<file path="config.mk">
export PLATFORM = sky130hd
export DESIGN_NAME = spi_note_receiver
export DESIGN_NICKNAME = d
export VERILOG_FILES = /design/src/rtl/spi_note_receiver.sv
export SDC_FILE = /design/constraint.sdc
export NUM_CORES = 1
export LEC_CHECK = 0
export CORE_MARGIN = 1
export CORE_UTILIZATION = 56
export CTS_BUF_LIST = sky130_fd_sc_hd__clkbuf_8
export DETAILED_ROUTE_END_ITERATION = 7
export GPL_ROUTABILITY_DRIVEN = 0
export PLACE_DENSITY = 0.81
export SYNTH_ARGS = -nofsm -noshare
export SYNTH_HDL_FRONTEND = slang
export SYNTH_SLANG_ARGS = --single-unit
</file>
<file path="constraint.sdc">
create_clock -name clk -period 3.3 [get_ports clk]
set_input_delay 0.66 -clock clk [delete_from_list [all_inputs] [get_ports clk]]
set_output_delay 0.66 -clock clk [all_outputs]
set_load 0.01 [all_outputs]
</file>
<file path="src/rtl/spi_note_receiver.sv">
// -----------------------------------------------------------------------------
// spi_note_receiver
//
// Purpose: receives 3-byte note packets over a mode-0 SPI link that runs
// asynchronously to clk, validates them and hands the decoded fields to the
// voice controller with a one-clk ready pulse. A field error sends the FSM to
// DROP, which ignores every further sclk edge until cs_n rises. A frame that
// ends mid-packet is also rejected. frame_err pulses once per rejected packet,
// and err_count counts rejections, saturating at 255.
//
// Packet layout (MSB first):
//   byte0 = voice_index[7:0]
//   byte1 = {note_status, midi_note[6:0]}
//   byte2 = {1'b0, velocity[6:0]}
// Packets may follow back to back inside one cs_n frame.
//
// Optional feature macro: SPI_MISO_ECHO_EN
//   defined   -> miso echoes the previously received byte, MSB first, with
//                one byte of lag. It changes on sclk falling edges.
//   undefined -> miso is tied to 0 and no echo register exists.
//
// Parameters:
//   SYNC_STAGES  synchronizer depth for sclk/mosi/cs_n (2..4)
//   MAX_VOICE    voice indices >= MAX_VOICE are rejected
//
// Ports:
//   clk              system clock (must be at least 8x sclk)
//   reset            asynchronous active-high reset
//   sclk, mosi, cs_n SPI inputs, asynchronous to clk
//   miso             SPI data out (echo or constant 0)
//   SPI_note_status, SPI_voice_index, SPI_midi_note, SPI_velocity
//                    fields of the last accepted packet
//   SPI_ready_flag   one-clk pulse: new fields are valid
//   frame_err        one-clk pulse per rejected packet
//   err_count        saturating count of rejected packets
// -----------------------------------------------------------------------------
module spi_note_receiver #(
    parameter int SYNC_STAGES = 2,
    parameter int MAX_VOICE   = 8
) (
    input  logic       clk,
    input  logic       reset,
    input  logic       sclk,
    input  logic       mosi,
    input  logic       cs_n,
    output logic       miso,
    output logic       SPI_note_status,
    output logic [7:0] SPI_voice_index,
    output logic [6:0] SPI_midi_note,
    output logic [6:0] SPI_velocity,
    output logic       SPI_ready_flag,
    output logic       frame_err,
    output logic [7:0] err_count
);

    typedef enum logic [1:0] {
        ST_IDLE = 2'd0,
        ST_RECV = 2'd1,
        ST_DROP = 2'd2
    } state_t;

    state_t                 state_q;
    logic [SYNC_STAGES-1:0] sclk_sync_q;
    logic [SYNC_STAGES-1:0] mosi_sync_q;
    logic [SYNC_STAGES-1:0] cs_sync_q;
    logic                   sclk_prev_q;
    logic                   cs_prev_q;

    logic [2:0] bit_cnt_q;
    logic [1:0] byte_cnt_q;
    logic [7:0] shift_q;
    logic [7:0] voice_q;
    logic [7:0] byte1_q;

    logic       note_status_q;
    logic [7:0] voice_index_q;
    logic [6:0] midi_note_q;
    logic [6:0] velocity_q;
    logic       ready_q;
    logic       frame_err_q;
    logic [7:0] err_cnt_q;

    logic       sclk_s;
    logic       mosi_s;
    logic       cs_s;
    logic       sclk_rise_s;
    logic       cs_fall_s;
    logic       cs_rise_s;
    logic       recv_s;
    logic [7:0] shift_d;
    logic [2:0] bit_cnt_d;
    logic [1:0] byte_cnt_d;
    logic       byte_done_s;
    logic       pkt_done_s;
    logic       pkt_ok_s;
    logic       pkt_bad_s;
    logic       cs_err_s;
    logic       err_s;

    // Synchronizer chains plus one delayed copy of sclk/cs_n for edge detection.
    always_ff @(posedge clk or posedge reset) begin
        if (reset) begin
            sclk_sync_q <= {SYNC_STAGES{1'b0}};
            mosi_sync_q <= {SYNC_STAGES{1'b0}};
            cs_sync_q   <= {SYNC_STAGES{1'b1}};
            sclk_prev_q <= 1'b0;
            cs_prev_q   <= 1'b1;
        end else begin
            sclk_sync_q <= {sclk_sync_q[SYNC_STAGES-2:0], sclk};
            mosi_sync_q <= {mosi_sync_q[SYNC_STAGES-2:0], mosi};
            cs_sync_q   <= {cs_sync_q[SYNC_STAGES-2:0], cs_n};
            sclk_prev_q <= sclk_sync_q[SYNC_STAGES-1];
            cs_prev_q   <= cs_sync_q[SYNC_STAGES-1];
        end
    end

    // Edge detection, next counter values and packet/frame error decisions.
    always_comb begin
        sclk_s      = sclk_sync_q[SYNC_STAGES-1];
        mosi_s      = mosi_sync_q[SYNC_STAGES-1];
        cs_s        = cs_sync_q[SYNC_STAGES-1];
        sclk_rise_s = sclk_s & ~sclk_prev_q;
        cs_fall_s   = cs_prev_q & ~cs_s;
        cs_rise_s   = ~cs_prev_q & cs_s;
        recv_s      = (state_q == ST_RECV);
        shift_d     = {shift_q[6:0], mosi_s};
        byte_done_s = recv_s & sclk_rise_s & (bit_cnt_q == 3'd7);
        pkt_done_s  = byte_done_s & (byte_cnt_q == 2'd2);
        pkt_ok_s    = pkt_done_s & (int'(voice_q) < MAX_VOICE) & ~shift_d[7];
        pkt_bad_s   = pkt_done_s & ~pkt_ok_s;

        if (recv_s && sclk_rise_s) begin
            bit_cnt_d = bit_cnt_q + 3'd1;
        end else begin
            bit_cnt_d = bit_cnt_q;
        end

        if (byte_done_s) begin
            if (byte_cnt_q >= 2'd2) begin
                byte_cnt_d = 2'd0;
            end else begin
                byte_cnt_d = byte_cnt_q + 2'd1;
            end
        end else begin
            byte_cnt_d = byte_cnt_q;
        end

        // Judged on the post-edge counters, so a packet that completes in the
        // same clk as the cs_n rise counts as a clean boundary.
        cs_err_s = recv_s & cs_rise_s & ((bit_cnt_d != 3'd0) | (byte_cnt_d != 2'd0));
        err_s    = pkt_bad_s | cs_err_s;
    end

    // Main FSM: receive counters, field capture, pulses and error counter.
    always_ff @(posedge clk or posedge reset) begin
        if (reset) begin
            state_q       <= ST_IDLE;
            bit_cnt_q     <= 3'd0;
            byte_cnt_q    <= 2'd0;
            shift_q       <= 8'd0;
            voice_q       <= 8'd0;
            byte1_q       <= 8'd0;
            note_status_q <= 1'b0;
            voice_index_q <= 8'd0;
            midi_note_q   <= 7'd0;
            velocity_q    <= 7'd0;
            ready_q       <= 1'b0;
            frame_err_q   <= 1'b0;
            err_cnt_q     <= 8'd0;
        end else begin
            ready_q     <= pkt_ok_s;
            frame_err_q <= err_s;
            if (err_s && (err_cnt_q != 8'hFF)) begin
                err_cnt_q <= err_cnt_q + 8'd1;
            end
            if (pkt_ok_s) begin
                voice_index_q <= voice_q;
                note_status_q <= byte1_q[7];
                midi_note_q   <= byte1_q[6:0];
                velocity_q    <= shift_d[6:0];
            end

            case (state_q)
                ST_IDLE: begin
                    bit_cnt_q  <= 3'd0;
                    byte_cnt_q <= 2'd0;
                    if (cs_fall_s) begin
                        state_q <= ST_RECV;
                    end else begin
                        state_q <= ST_IDLE;
                    end
                end
                ST_RECV: begin
                    bit_cnt_q  <= bit_cnt_d;
                    byte_cnt_q <= byte_cnt_d;
                    if (sclk_rise_s) begin
                        shift_q <= shift_d;
                    end
                    if (byte_done_s && (byte_cnt_q == 2'd0)) begin
                        voice_q <= shift_d;
                    end
                    if (byte_done_s && (byte_cnt_q == 2'd1)) begin
                        byte1_q <= shift_d;
                    end
                    if (cs_rise_s) begin
                        state_q <= ST_IDLE;
                    end else if (pkt_bad_s) begin
                        state_q <= ST_DROP;
                    end else begin
                        state_q <= ST_RECV;
                    end
                end
                ST_DROP: begin
                    if (cs_rise_s) begin
                        state_q <= ST_IDLE;
                    end else begin
                        state_q <= ST_DROP;
                    end
                end
                default: begin
                    state_q <= ST_IDLE;
                end
            endcase
        end
    end

`ifdef SPI_MISO_ECHO_EN
    logic       sclk_fall_s;
    logic [7:0] hold_q;
    logic [7:0] echo_q;
    logic       reload_q;
    logic       miso_q;

    // Falling edge of the synchronized sclk: when the echo bit changes.
    always_comb begin
        sclk_fall_s = ~sclk_s & sclk_prev_q;
    end

    // Echo shifter. A completed byte is parked in hold_q and goes out on the
    // next falling edge, so its MSB is valid before the host samples it.
    always_ff @(posedge clk or posedge reset) begin
        if (reset) begin
            hold_q   <= 8'd0;
            echo_q   <= 8'd0;
            reload_q <= 1'b0;
            miso_q   <= 1'b0;
        end else if (byte_done_s) begin
            hold_q   <= shift_d;
            reload_q <= 1'b1;
        end else if (recv_s && sclk_fall_s) begin
            if (reload_q) begin
                miso_q   <= hold_q[7];
                echo_q   <= {hold_q[6:0], 1'b0};
                reload_q <= 1'b0;
            end else begin
                miso_q <= echo_q[7];
                echo_q <= {echo_q[6:0], 1'b0};
            end
        end
    end

    assign miso = miso_q;
`else
    assign miso = 1'b0;
`endif

    assign SPI_note_status = note_status_q;
    assign SPI_voice_index = voice_index_q;
    assign SPI_midi_note   = midi_note_q;
    assign SPI_velocity    = velocity_q;
    assign SPI_ready_flag  = ready_q;
    assign frame_err       = frame_err_q;
    assign err_count       = err_cnt_q;

endmodule
</file>
Yosys cells after proc, flatten, opt, wreduce, memory -nomap -nowiden:

Cells that the tools add are included.

* input port bits: 5
* output and inout port bits: 34
* flip-flop bits (word level): 71
* logic and storage cells: 69

* reduce and logical (&&, ||, !) cells: 12
* muxes and demuxes: 10
* bitwise logic cells: 18
* equality and inequality tests: 6
* $lt $le $gt $ge: 2
* add/sub/neg operators: 3

Operators by type and width (count)
* $and 1x1->1: 11
* $mux 2: 5
* $add 8x1->8 const B: 1
* $lt 8x4->1 const B: 1
* $ne 8x8->1 const B: 1
* $pmux 2 s3: 1
* $pmux 3 s2: 1
* $reduce_and 2->1: 3
* $not 1->1: 5
* $eq 2x1->1 const B: 2
* $eq 2x2->1 const B: 2
* $logic_and 1x1->1: 4
* $logic_not 2->1: 2
* $pmux 2 s2: 1
* $reduce_bool 2->1: 2
* $add 3x1->3 const B: 1
* $eq 3x3->1 const B: 1
* $mux 3: 1
* $reduce_bool 3->1: 1
* $add 2x1->2 const B: 1
* $ge 2x2->1 const B: 1
* $or 1x1->1: 2
* $mux 1: 1

Logic depth before layout (Yosys ltp):

Gate-level depths: netlist of the first run.

* word-level depth: 12
* gate-level depth with buffers: 8
* gate-level depth less buffers: 8

Worst setup path after synthesis of the first run:

OpenSTA, ideal clock, no wires.

* path type: flip-flop to flip-flop
* start point: register bit_cnt_q[0]
* end point: register err_cnt_q[6], in the netlist err_count[6]
* cell stages (with the launch flop): 8
* library setup time: 0.128 ns
* required time: 3.172 ns
* slack: 0.819 ns
* clock period less this slack: 2.481 ns
* data arrival time: 2.354 ns
* path buffers: 0
* cell sequence: dfrtp_1 -> ha_1 -> ha_1 -> or4b_4 -> a2111oi_4 -> o21ai_4 -> nand4_1 -> mux2_1

* cells in the longest elaborated chain, start to end: 9
* elaborated cells on any way between the ends: 16

Ends and longest elaborated chain
* start, declared: RTL line 69 `logic [2:0] bit_cnt_q;`
* start signal, assigned: RTL line 194 `bit_cnt_q <= bit_cnt_d;`
* branches (longest 7 deep; another with $add 3x1->3)
* $or 1x1->1 (*): RTL line 151 `err_s = pkt_bad_s | cs_err_s;`
* via err_s: RTL line 98 `logic err_s;`
* $logic_and 1x1->1 (*): RTL line 173 `if (err_s && (err_cnt_q != 8'hFF)) begin`
* end signal, assigned: RTL line 174 `err_cnt_q <= err_cnt_q + 8'd1;`
* end, declared: RTL line 81 `logic [7:0] err_cnt_q;`

Mark *: on every way through the listed nets, which the timed path passes.
A chain may end at the register's enable or synchronous reset.

Worst setup path in the final report of the first run:

Ends and elaborated chain as after synthesis.

==> flow_results.xml, run 1 <==
<?xml version="1.0" encoding="UTF-8"?>
<metrics>
  <group name="worst_setup_path">
    <metric name="cp-start-kind" unit="">flop</metric>
    <metric name="crit_path_cell_trace" unit="">ha_1 &gt; ha_1 &gt; or4b_4 &gt; a2111oi_4 &gt; o21ai_4 &gt; nand4_1 &gt; mux2_1</metric>
    <metric name="critical_path.most_common_cell" unit="">sky130_fd_sc_hd__ha_1</metric>
    <metric name="worst_setup_path_end_kind" unit="">flop</metric>
    <metric name="cp_data_required_time" unit="ps">3530</metric>
    <metric name="cell_at_the_slowest_stage_of_the_critical_path" unit="">sky130_fd_sc_hd__or4b_4</metric>
    <metric name="critical_path_buf_inv_count" unit="">0</metric>
    <metric name="timing.critical_path.slowest_cell_delay" unit="ps">540</metric>
    <metric name="critical_path_arrival" unit="ps">2830</metric>
    <metric name="worstPathMaxFanout" unit="">9</metric>
    <metric name="path_delay_family" unit="">simple AND/OR/NAND/NOR gates</metric>
    <metric name="setup.worst_path.class" unit="">flop to flop</metric>
  </group>
  <group name="die">
    <metric name="die_h" unit="microns">73.0</metric>
    <metric name="fp.dieArea" unit="sq um">5320</metric>
    <metric name="io_pins" unit="">39</metric>
    <metric name="floorplan.rows" unit="">25</metric>
    <metric name="die_w" unit="microns">73.0</metric>
    <metric name="initial_utilization" unit="%">58.9</metric>
    <metric name="core-area" unit="sq um">4790</metric>
  </group>
  <group name="yosys">
    <metric name="ffs_latches_synth" unit="">71</metric>
    <metric name="synth.yosys.warnings" unit="">0</metric>
    <metric name="synthesis.area" unit="sq um">2820</metric>
    <metric name="synthFlopType" unit="">sky130_fd_sc_hd__dfrtp_1</metric>
    <metric name="post-synth-top-area-fraction" unit="%">60.3</metric>
    <metric name="async_flop_share" unit="%">100</metric>
    <metric name="synth_enable_flop_cells" unit="">0</metric>
    <metric name="synth.net_count" unit="">206</metric>
    <metric name="synthTopCellsByArea" unit="">sky130_fd_sc_hd__dfrtp_1 (60%), sky130_fd_sc_hd__mux2_2 (16%), sky130_fd_sc_hd__dfstp_2 (2.8%)</metric>
    <metric name="netlist.top_cell.by_area" unit="">sky130_fd_sc_hd__dfrtp_1</metric>
    <metric name="yosys.cell_types.count" unit="">38</metric>
    <metric name="syn_inst" unit="">198</metric>
    <metric name="syn_area_per_cell" unit="sq um">14.2</metric>
    <metric name="ys_seq_area_share" unit="%">63.1</metric>
  </group>
  <group name="detailed_routing">
    <metric name="routed_wire_length_per_instance" unit="microns">14.8</metric>
    <metric name="detail_route.drc_violations" unit="">0</metric>
    <metric name="vias" unit="">1669</metric>
    <metric name="postRouteAntennaNets" unit="">0</metric>
    <metric name="vias_per_cell" unit="">5.32</metric>
    <metric name="detail_route.wirelength" unit="microns">4630</metric>
    <metric name="drt_iter0_markers" unit="">91</metric>
    <metric name="drt-pass1-iter-count" unit="">4</metric>
  </group>
  <group name="timing">
    <metric name="period_share" unit="%">78.9</metric>
    <metric name="final.setup.tns" unit="ps">0</metric>
    <metric name="timing.clock.skew" unit="ps">6.45</metric>
    <metric name="final_hold_viol_count" unit="">0</metric>
    <metric name="grt_setup_unrepaired" unit="">no</metric>
    <metric name="final_critical_path_setup_slack" unit="ps">697</metric>
    <metric name="timing.slew.headroom" unit="%">51.4</metric>
    <metric name="layout_min_cycle_time" unit="ps">2600</metric>
    <metric name="fin_hold_ws" unit="ps">355</metric>
    <metric name="finalMaxSlewViolations" unit="">0</metric>
    <metric name="clock.fmax" unit="MHz">384</metric>
    <metric name="worst_pin_slew" unit="ps">725</metric>
    <metric name="setup_viol_count_final" unit="">0</metric>
  </group>
  <group name="place">
    <metric name="io_buffers" unit="">37</metric>
    <metric name="dp_hpwl" unit="microns">2980</metric>
    <metric name="dpl_worst_slack" unit="ps">700</metric>
  </group>
  <group name="pwr">
    <metric name="total_power" unit="mW">1.97</metric>
    <metric name="peakVddDrop" unit="V">0.000387</metric>
    <metric name="cellLeakagePower" unit="nW">1.65</metric>
    <metric name="power_per_cell_area" unit="nW/um^2">570</metric>
  </group>
  <group name="min_path">
    <metric name="hold_path.class" unit="">flop to flop</metric>
  </group>
  <group name="cells_and_area">
    <metric name="fin_nets" unit="">250</metric>
    <metric name="drive_above_1_share" unit="%">27.9</metric>
    <metric name="area.growth.synth_to_final" unit="%">22.7</metric>
    <metric name="num_antenna_cells" unit="">0</metric>
  </group>
  <group name="cts">
    <metric name="tritoncts.num_buffers" unit="">9</metric>
    <metric name="cts_hold_buf" unit="">0</metric>
    <metric name="cts-resized-gates" unit="">0</metric>
    <metric name="cts_setup_buffers" unit="">0</metric>
    <metric name="worst_setup_hold_path_clk_slew" unit="ps">80</metric>
    <metric name="max-clock-path-buffers" unit="">2</metric>
    <metric name="cts_tree" unit="">done</metric>
    <metric name="cts_htree_levels" unit="">3</metric>
    <metric name="root_buffer" unit="">sky130_fd_sc_hd__clkbuf_8</metric>
    <metric name="clock_sinks" unit="">71</metric>
    <metric name="clk_latency" unit="ps">350</metric>
  </group>
  <group name="global_routing">
    <metric name="grt_antenna_before_repair" unit="">0</metric>
    <metric name="globalRoute.totalOverflow" unit="">0</metric>
    <metric name="via_count_of_the_first_global_routing_pass" unit="">1712</metric>
    <metric name="global_route.usage.total" unit="%">21.1</metric>
    <metric name="grt_first_pass_wirelength" unit="microns">8010</metric>
    <metric name="largest_net_degree_at_the_start_of_global_routing" unit="">48</metric>
  </group>
  <group name="status">
    <metric name="outcome" unit="">completed</metric>
  </group>
  <group name="flow_run">
    <metric name="drv_cap" unit="">0</metric>
  </group>
</metrics>
report_power, final:
| part | switching (mW) | internal (mW) |
|---|---|---|
| registers | 0.0922 | 0.943 |
| clock network | 0.322 | 0.367 |
| logic | 0.112 | 0.137 |
| total | 0.526 | 1.45 |
layout make-up:
cell class              instances  area, sq um
flip-flops and latches         71         1780
fillers                       328         1330
multi-input cells             116          981
repair buffers                 39          398
clock buffers                  10          138
well taps                      67         83.8
clock inverters                 6         60.1
inverters                       5         18.8
worst register-to-register path, delay by kind of cell (launching register included):
kind / cells / cell delay (ps)
AO/OA/AOI/OAI: 2 / 540
adder cells (fa/ha/maj): 2 / 540
AND/OR/NAND/NOR: 2 / 660
flip-flops: 1 / 430
multiplexers: 1 / 330
layer usage:
layer | wire [microns] | GRT usage [%]
met5 | 0 | 0
met4 | 108 | 13.1
met3 | 229 | 7.04
met1 | 2190 | 27.8
met2 | 2100 | 30.2
cell usage in the layout (no fill, tap or decap), types with 4 or more instances in the layout:
master / instances
sky130_fd_sc_hd__and3_1: 4
sky130_fd_sc_hd__mux2_2: 40
sky130_fd_sc_hd__xnor2_1: 5
sky130_fd_sc_hd__nand3_1: 6
sky130_fd_sc_hd__clkbuf_8: 10
sky130_fd_sc_hd__clkdlybuf4s50_1: 37
sky130_fd_sc_hd__nand4_1: 4
sky130_fd_sc_hd__nor2_1: 5
sky130_fd_sc_hd__dfrtp_1: 68
sky130_fd_sc_hd__inv_1: 5
sky130_fd_sc_hd__nand2_1: 10
sky130_fd_sc_hd__a21oi_1: 6
sky130_fd_sc_hd__and2_1: 6
flip-flops by register name, indices dropped and copies added, names as in the netlist:
signal and count:
frame_err 1, voice_q 8, SPI_voice_index 8, SPI_note_status 1
byte_cnt_q 2, SPI_ready_flag 1, cs_prev_q 1, bit_cnt_q 3
mosi_sync_q 2, SPI_midi_note 7, sclk_sync_q 2, state_q 2
SPI_velocity 7, byte1_q 8, err_count 8, sclk_prev_q 1
cs_sync_q 2, shift_q 7
cell usage after synthesis (2+ instances only):
cell type,count
sky130_fd_sc_hd__nand2_2,2
sky130_fd_sc_hd__nand3_1,6
sky130_fd_sc_hd__dfrtp_1,68
sky130_fd_sc_hd__buf_6,2
sky130_fd_sc_hd__nand2b_1,2
sky130_fd_sc_hd__nand3b_1,2
sky130_fd_sc_hd__mux2_1,2
sky130_fd_sc_hd__nor2_1,5
sky130_fd_sc_hd__nor2b_1,2
sky130_fd_sc_hd__a21oi_1,6
sky130_fd_sc_hd__buf_4,2
sky130_fd_sc_hd__inv_1,5
sky130_fd_sc_hd__ha_1,3
sky130_fd_sc_hd__mux2_2,40
sky130_fd_sc_hd__nand4_1,4
sky130_fd_sc_hd__nand2_1,10
sky130_fd_sc_hd__xnor2_1,5
sky130_fd_sc_hd__and3_1,4
sky130_fd_sc_hd__dfstp_2,3
sky130_fd_sc_hd__and2_1,6
sky130_fd_sc_hd__o21ai_0,2
per-stage QoR:
stage	cell area, sq um	std cells	util, %
6_report	3460	314	72.3
5_1_grt	3460	314	72.3
4_1_cts	3460	314	72.3
3_5_place_dp	3260	298	68.2
3_3_place_gp	3260	298	68.2
2_1_floorplan	2820	198	-
path summary, 6_finish.rpt:
| kind | start | to | slack, ps | cells after the start |
|---|---|---|---|---|
| setup / recovery | bit_cnt_q[0] | err_count[6] | 700 | 7 |
| hold / removal | mosi_sync_q[0] | mosi_sync_q[1] | 360 | 0 |
| setup reg to reg | bit_cnt_q[0] | err_count[6] | 700 | 7 |
| hold reg to reg | mosi_sync_q[0] | mosi_sync_q[1] | 360 | 0 |
| max in group asynchronous | reset | SPI_midi_note[0] | 2000 | 3 |
| min in group asynchronous | reset | err_count[6] | 680 | 2 |
kinds of logic after synthesis:
logic type / synth area share (%)
XOR/XNOR: 1.55
other: 0.133
adder cells (fa/ha/maj): 1.33
flip-flops: 63.1
multiplexers: 17.1
buffers and inverters: 2.31
AO/OA/AOI/OAI: 3.82
AND/OR/NAND/NOR: 10.6
No activity file was read; power rests on OpenSTA's default activity.
==> run 2: changes to the inputs <==
--- a/config.mk
+++ b/config.mk
@@ -6,11 +6,11 @@
 export NUM_CORES = 1
 export LEC_CHECK = 0
 export CORE_MARGIN = 1
-export CORE_UTILIZATION = 56
+export CORE_UTILIZATION = 51
 export CTS_BUF_LIST = sky130_fd_sc_hd__clkbuf_8
 export DETAILED_ROUTE_END_ITERATION = 7
 export GPL_ROUTABILITY_DRIVEN = 0
-export PLACE_DENSITY = 0.81
+export PLACE_DENSITY = 0.78
 export SYNTH_ARGS = -nofsm -noshare
 export SYNTH_HDL_FRONTEND = slang
 export SYNTH_SLANG_ARGS = --single-unit
==> constraint.sdc (replaced) <==
create_clock -name clk -period 2.36 [get_ports clk]
set_input_delay 0.472 -clock clk [delete_from_list [all_inputs] [get_ports clk]]
set_output_delay 0.472 -clock clk [all_outputs]
set_load 0.01 [all_outputs]
==> flow_results.xml, run 2 (synthesized netlist as in run 1, its figures left out) <==
<?xml version="1.0" encoding="UTF-8"?>
<metrics>
  <group name="cts">
    <metric name="clock_sinks" unit="">71</metric>
    <metric name="clk_latency" unit="ps">340</metric>
    <metric name="cts_hold_buf" unit="">0</metric>
    <metric name="root_buffer" unit="">sky130_fd_sc_hd__clkbuf_8</metric>
    <metric name="worst_setup_hold_path_clk_slew" unit="ps">80</metric>
    <metric name="tritoncts.num_buffers" unit="">9</metric>
    <metric name="max-clock-path-buffers" unit="">2</metric>
    <metric name="cts_tree" unit="">done</metric>
    <metric name="cts_htree_levels" unit="">3</metric>
  </group>
  <group name="detailed_routing">
    <metric name="route.met3.wl" unit="microns">204</metric>
    <metric name="dr.max_layer_used" unit="">met4</metric>
    <metric name="postRouteAntennaNets" unit="">0</metric>
    <metric name="route.layer.met1.wl" unit="microns">2230</metric>
    <metric name="vias" unit="">1720</metric>
    <metric name="vias_per_cell" unit="">5.23</metric>
    <metric name="drt-pass1-iter-count" unit="">4</metric>
    <metric name="met2WireLength" unit="microns">2350</metric>
    <metric name="drt_iter0_markers" unit="">125</metric>
    <metric name="detail_route.drc_violations" unit="">0</metric>
    <metric name="detail_route.wirelength" unit="microns">4880</metric>
    <metric name="routed_wire_length_per_instance" unit="microns">14.8</metric>
  </group>
  <group name="die">
    <metric name="io_pins" unit="">39</metric>
    <metric name="die_w" unit="microns">76.4</metric>
    <metric name="floorplan.rows" unit="">26</metric>
    <metric name="core-area" unit="sq um">5200</metric>
    <metric name="fp.dieArea" unit="sq um">5830</metric>
    <metric name="initial_utilization" unit="%">54.2</metric>
    <metric name="die_h" unit="microns">76.4</metric>
  </group>
  <group name="cells_and_area">
    <metric name="num_antenna_cells" unit="">0</metric>
    <metric name="mostFrequentLayoutCell" unit="">sky130_fd_sc_hd__dfrtp_1</metric>
    <metric name="fin_nets" unit="">262</metric>
    <metric name="layoutNonFillerInstCount" unit="">329</metric>
    <metric name="drive_above_1_share" unit="%">33.2</metric>
    <metric name="most-common-layout-cells" unit="">sky130_fd_sc_hd__dfrtp_1 (68), sky130_fd_sc_hd__mux2_2 (40), sky130_fd_sc_hd__clkdlybuf4s50_1 (37)</metric>
    <metric name="area.growth.synth_to_final" unit="%">27.9</metric>
  </group>
  <group name="worst_setup_path">
    <metric name="r2r_setup_slack" unit="ps">60</metric>
    <metric name="timing.critical_path.slowest_cell_delay" unit="ps">490</metric>
    <metric name="setup.worst_path.class" unit="">flop to flop</metric>
    <metric name="worst_setup_path_end_kind" unit="">flop</metric>
    <metric name="path_delay_family" unit="">simple AND/OR/NAND/NOR gates</metric>
    <metric name="cell_at_the_slowest_stage_of_the_critical_path" unit="">sky130_fd_sc_hd__or4b_4</metric>
    <metric name="crit_path_cell_trace" unit="">ha_2 &gt; ha_4 &gt; or4b_4 &gt; a2111oi_4 &gt; o21ai_4 &gt; nand4_1 &gt; mux2_4</metric>
    <metric name="critical_path_buf_inv_count" unit="">0</metric>
    <metric name="cp_data_required_time" unit="ps">2590</metric>
    <metric name="worstPathMaxFanout" unit="">3</metric>
    <metric name="critical_path_arrival" unit="ps">2530</metric>
    <metric name="cp-start-kind" unit="">flop</metric>
  </group>
  <group name="place">
    <metric name="placedCellCount" unit="">310</metric>
    <metric name="dp_hpwl" unit="microns">3170</metric>
    <metric name="dpl_worst_slack" unit="ps">-17.1</metric>
    <metric name="io_buffers" unit="">37</metric>
  </group>
  <group name="timing">
    <metric name="period_share" unit="%">97.6</metric>
    <metric name="final_hold_viol_count" unit="">0</metric>
    <metric name="timing.clock.skew" unit="ps">8.20</metric>
    <metric name="grt_setup_unrepaired" unit="">yes</metric>
    <metric name="finalMaxSlewViolations" unit="">0</metric>
    <metric name="final.setup.tns" unit="ps">0</metric>
    <metric name="layout_min_cycle_time" unit="ps">2300</metric>
    <metric name="setup_viol_count_final" unit="">0</metric>
    <metric name="clock.fmax" unit="MHz">434</metric>
    <metric name="final_critical_path_setup_slack" unit="ps">55.7</metric>
  </group>
  <group name="global_routing">
    <metric name="largest_net_degree_at_the_start_of_global_routing" unit="">72</metric>
    <metric name="via_count_of_the_first_global_routing_pass" unit="">1762</metric>
    <metric name="grt_antenna_before_repair" unit="">0</metric>
    <metric name="global_route.usage.total" unit="%">18.4</metric>
    <metric name="grt_first_pass_wirelength" unit="microns">8330</metric>
    <metric name="globalRoute.totalOverflow" unit="">0</metric>
  </group>
  <group name="min_path">
    <metric name="hold_path.class" unit="">flop to flop</metric>
  </group>
  <group name="pwr">
    <metric name="sequentialPowerShare" unit="%">48.8</metric>
    <metric name="switching_share" unit="%">25.8</metric>
    <metric name="internal_power_summed_over_all_cells" unit="mW">2.18</metric>
    <metric name="peakVddDrop" unit="V">0.000648</metric>
    <metric name="cellLeakagePower" unit="nW">1.72</metric>
    <metric name="pwr-share-comb" unit="%">13.8</metric>
    <metric name="clock_power_share" unit="%">37.3</metric>
    <metric name="switching_power" unit="uW">757</metric>
    <metric name="power_per_cell_area" unit="nW/um^2">814</metric>
    <metric name="total_power" unit="mW">2.94</metric>
  </group>
  <group name="flow_run">
    <metric name="drv_cap" unit="">0</metric>
  </group>
  <group name="status">
    <metric name="outcome" unit="">completed</metric>
  </group>
</metrics>
-- run 2: cell types whose count changed in the layout (fill, tap and decap cells not counted), moves of 2 or more --
cell,before,now
sky130_fd_sc_hd__buf_4,1,13
sky130_fd_sc_hd__mux2_4,0,2
sky130_fd_sc_hd__ha_1,3,1
sky130_fd_sc_hd__mux2_1,2,0
-- run 2: power by group through the flow --
stage | Clock (mW) | Combinational, mW | Sequential, mW
global route | 1.16 | 0.448 | 1.45
finish | 1.10 | 0.407 | 1.43
global placement | 0 | 0.374 | 1.45
detailed placement | 0 | 0.382 | 1.45
floorplan | 0 | 0.237 | 1.44
CTS | 1.12 | 0.392 | 1.43
-- run 2: cell type report --
type / instances / area [sq um]
Clock buffer: 10 / 138
Clock inverter: 6 / 91.3
Fill cell: 368 / 1600
Inverter: 5 / 18.8
Multi-Input combinational cell: 116 / 1000
Sequential cell: 71 / 1780
Tap cell: 70 / 87.6
Timing Repair Buffer: 51 / 488
-- run 2: metal layers --
| metal | vias up | global-route usage, % |
|---|---|---|
| li1 | 803 | - |
| met1 | 862 | 24.0 |
| met2 | 42 | 29.6 |
| met3 | 13 | 4.43 |
| met4 | 0 | 7.50 |
| met5 | - | 0 |
-- run 2: worst paths after layout --
check	depth (start not counted)	to	start
min reg2reg	0	sclk_sync_q[1]	sclk_sync_q[0]
min	0	sclk_sync_q[1]	sclk_sync_q[0]
max in group asynchronous	3	cs_prev_q	reset
max reg2reg	7	err_count[6]	bit_cnt_q[1]
max	7	err_count[6]	bit_cnt_q[1]
min in group asynchronous	3	err_count[1]	reset
-- run 2: metrics by stage --
stage | util [%] | hold slack, ps | cell area [sq um]
2_1_floorplan | - | 331 | 2840
3_3_place_gp | 64.3 | 332 | 3350
3_5_place_dp | 64.3 | 337 | 3350
4_1_cts | 68.9 | 355 | 3590
5_1_grt | 69.3 | 363 | 3610
6_report | 69.3 | 352 | 3610
-- run 2: worst reg2reg max path: cells and delay by family (launching register included) --
kind,cells,cell delay (ps)
muxes,1,300
and+or+nand+nor,2,610
adders and majority gates,2,440
DFF,1,390
AOI/OAI and AO/OA,2,450
-- run 2: repair_timing --
item / 4_1_cts / 5_1_grt
cloned: 0 / 0
pin swaps: 2 / 2
resized for setup: 1 / 1
buffers inserted: 1 / 2
endpoints found under the setup margin: 1 / 6
hold endpoints to repair: 0 / 0
==> run 3: changes to the inputs <==
--- a/config.mk
+++ b/config.mk
@@ -10,6 +10,7 @@
 export CTS_BUF_LIST = sky130_fd_sc_hd__clkbuf_8
 export DETAILED_ROUTE_END_ITERATION = 7
 export GPL_ROUTABILITY_DRIVEN = 0
+export MAX_ROUTING_LAYER = met4
 export PLACE_DENSITY = 0.78
 export SYNTH_ARGS = -nofsm -noshare
 export SYNTH_HDL_FRONTEND = slang
==> flow_results.xml, run 3 (synthesized netlist as in run 1, its figures left out) <==
<?xml version="1.0" encoding="UTF-8"?>
<metrics>
  <group name="global_routing">
    <metric name="global_route.usage.total" unit="%">19.0</metric>
    <metric name="most_used_routing_layer" unit="">met2</metric>
    <metric name="largest_net_degree_at_the_start_of_global_routing" unit="">72</metric>
    <metric name="globalRouteMet3Util" unit="%">4.19</metric>
    <metric name="grt_antenna_before_repair" unit="">0</metric>
    <metric name="grt_first_pass_wirelength" unit="microns">8350</metric>
    <metric name="via_count_of_the_first_global_routing_pass" unit="">1765</metric>
    <metric name="globalRoute.totalOverflow" unit="">0</metric>
    <metric name="groute.layer.met1.usage" unit="%">24.3</metric>
    <metric name="globalRouteMet2Util" unit="%">29.6</metric>
  </group>
  <group name="flow_run">
    <metric name="drv_cap" unit="">0</metric>
  </group>
  <group name="worst_setup_path">
    <metric name="startpoint_of_the_lowest_slack_register_to_register_path" unit="">bit_cnt_q[1]</metric>
    <metric name="worstSetupEndpoint" unit="">err_count[6]</metric>
    <metric name="worst-r2r-cell-count" unit="">7</metric>
    <metric name="cp_data_required_time" unit="ps">2580</metric>
    <metric name="worst_setup_path_end_kind" unit="">flop</metric>
    <metric name="cp-start-kind" unit="">flop</metric>
    <metric name="setup.worst_path.class" unit="">flop to flop</metric>
    <metric name="worstPathMaxFanout" unit="">3</metric>
    <metric name="r2r_setup_slack" unit="ps">60</metric>
    <metric name="critical_path_arrival" unit="ps">2530</metric>
    <metric name="crit-reg2reg-capture" unit="">err_count[6]</metric>
    <metric name="crit_path_start" unit="">bit_cnt_q[1]</metric>
  </group>
  <group name="detailed_routing">
    <metric name="postRouteAntennaNets" unit="">0</metric>
    <metric name="detail_route.drc_violations" unit="">0</metric>
    <metric name="routed_wire_length_per_instance" unit="microns">14.7</metric>
    <metric name="detail_route.wirelength" unit="microns">4850</metric>
    <metric name="vias_per_cell" unit="">5.28</metric>
    <metric name="vias" unit="">1738</metric>
    <metric name="drt_iter0_markers" unit="">122</metric>
    <metric name="drt-pass1-iter-count" unit="">4</metric>
  </group>
  <group name="place">
    <metric name="dp_hpwl" unit="microns">3170</metric>
    <metric name="io_buffers" unit="">37</metric>
    <metric name="post_dp_cell_area" unit="sq um">3350</metric>
  </group>
  <group name="timing">
    <metric name="grt_setup_unrepaired" unit="">yes</metric>
    <metric name="finalMaxSlewViolations" unit="">0</metric>
    <metric name="layout_min_cycle_time" unit="ps">2300</metric>
    <metric name="setup_viol_count_final" unit="">0</metric>
    <metric name="period_share" unit="%">97.6</metric>
    <metric name="final_hold_viol_count" unit="">0</metric>
    <metric name="clock.fmax" unit="MHz">434</metric>
    <metric name="timing.clock.skew" unit="ps">8.78</metric>
  </group>
  <group name="pwr">
    <metric name="cellLeakagePower" unit="nW">1.72</metric>
    <metric name="peakVddDrop" unit="V">0.000650</metric>
    <metric name="power_per_cell_area" unit="nW/um^2">813</metric>
  </group>
  <group name="die">
    <metric name="fp.dieArea" unit="sq um">5830</metric>
    <metric name="floorplan.rows" unit="">26</metric>
    <metric name="die_h" unit="microns">76.4</metric>
    <metric name="initial_utilization" unit="%">54.2</metric>
    <metric name="core-area" unit="sq um">5200</metric>
    <metric name="io_pins" unit="">39</metric>
    <metric name="die_w" unit="microns">76.4</metric>
  </group>
  <group name="cells_and_area">
    <metric name="fin_util" unit="%">69.3</metric>
    <metric name="area.growth.synth_to_final" unit="%">27.9</metric>
    <metric name="mostFrequentLayoutCell" unit="">sky130_fd_sc_hd__dfrtp_1</metric>
    <metric name="num_antenna_cells" unit="">0</metric>
    <metric name="final.fill_count" unit="">368</metric>
    <metric name="fin_nets" unit="">262</metric>
    <metric name="most-common-layout-cells" unit="">sky130_fd_sc_hd__dfrtp_1 (68), sky130_fd_sc_hd__mux2_2 (40), sky130_fd_sc_hd__clkdlybuf4s50_1 (37)</metric>
    <metric name="fin_area" unit="sq um">3610</metric>
    <metric name="drive_above_1_share" unit="%">33.2</metric>
  </group>
  <group name="cts">
    <metric name="max-clock-path-buffers" unit="">2</metric>
    <metric name="worst_setup_hold_path_clk_slew" unit="ps">80</metric>
    <metric name="root_buffer" unit="">sky130_fd_sc_hd__clkbuf_8</metric>
    <metric name="clk_latency" unit="ps">330</metric>
    <metric name="cts_htree_levels" unit="">3</metric>
    <metric name="tritoncts.num_buffers" unit="">9</metric>
    <metric name="cts_tree" unit="">done</metric>
    <metric name="clock_sinks" unit="">71</metric>
  </group>
  <group name="status">
    <metric name="outcome" unit="">completed</metric>
  </group>
  <group name="min_path">
    <metric name="hold_path.class" unit="">flop to flop</metric>
  </group>
</metrics>
[run 3: cell counts in the layout (fill, tap and decap cells not counted)]
No cell type changed its count.
[run 3: through the flow]
| step | instances | power (mW) | hold WS, ps | worst slack [ps] | TNS (ps) |
|---|---|---|---|---|---|
| 2_1_floorplan | 198 | 1.68 | 331 | 16.9 | 0 |
| 4_1_cts | 327 | 2.94 | 355 | -5.27 | -5.27 |
| 6_report | 329 | 2.93 | 351 | 55.6 | 0 |
| 3_3_place_gp | 310 | 1.83 | 332 | 51.2 | 0 |
| 3_5_place_dp | 310 | 1.84 | 337 | -17.1 | -17.1 |
| 5_1_grt | 329 | 3.06 | 363 | -24.8 | -40.7 |
[run 3: worst max-delay path: stages, from the launching register on]
cell and delay, ps:
sky130_fd_sc_hd__dfrtp_1 390, sky130_fd_sc_hd__ha_2 200, sky130_fd_sc_hd__ha_4 240, sky130_fd_sc_hd__or4b_4 490, sky130_fd_sc_hd__a2111oi_4 350, sky130_fd_sc_hd__o21ai_4 100
sky130_fd_sc_hd__nand4_1 120, sky130_fd_sc_hd__mux2_4 300
[run 3: area by class of cell]
class	instances	area [sq um]	share of cell area (%)
Clock inverter	6	91.3	2.53
Timing Repair Buffer	51	488	13.5
Multi-Input combinational cell	116	1000	27.8
Clock buffer	10	138	3.82
Tap cell	70	87.6	2.43
Sequential cell	71	1780	49.4
Inverter	5	18.8	0.520
[run 3: power by group]
group / leakage, nW / internal (mW) / switching, mW
clock network: 0.117 / 0.632 / 0.462
logic: 0.659 / 0.229 / 0.178
registers: 0.949 / 1.32 / 0.116
[run 3: worst min path at each step]
stage,start,to,depth (start not counted)
after floorplan,mosi_sync_q[0],mosi_sync_q[1],0
after global placement,mosi_sync_q[0],mosi_sync_q[1],0
after detailed placement,sclk_sync_q[0],sclk_sync_q[1],0
after CTS,sclk_sync_q[0],sclk_sync_q[1],0
after global routing,mosi_sync_q[0],mosi_sync_q[1],0
final,sclk_sync_q[0],sclk_sync_q[1],0
[run 3: metal layers]
layer | share of wire [%] | vias up
li1 | - | 808
met1 | 46 | 875
met2 | 49 | 47
met3 | 4.2 | 8
met4 | 1.5 | 0
met5 | 0 | -
[run 3: repair_timing]
item,CTS,global route
endpoints found under the setup margin,1,6
hold buffers,0,0
setup buffers,1,2
pin swaps,2,2
resized for setup,1,1
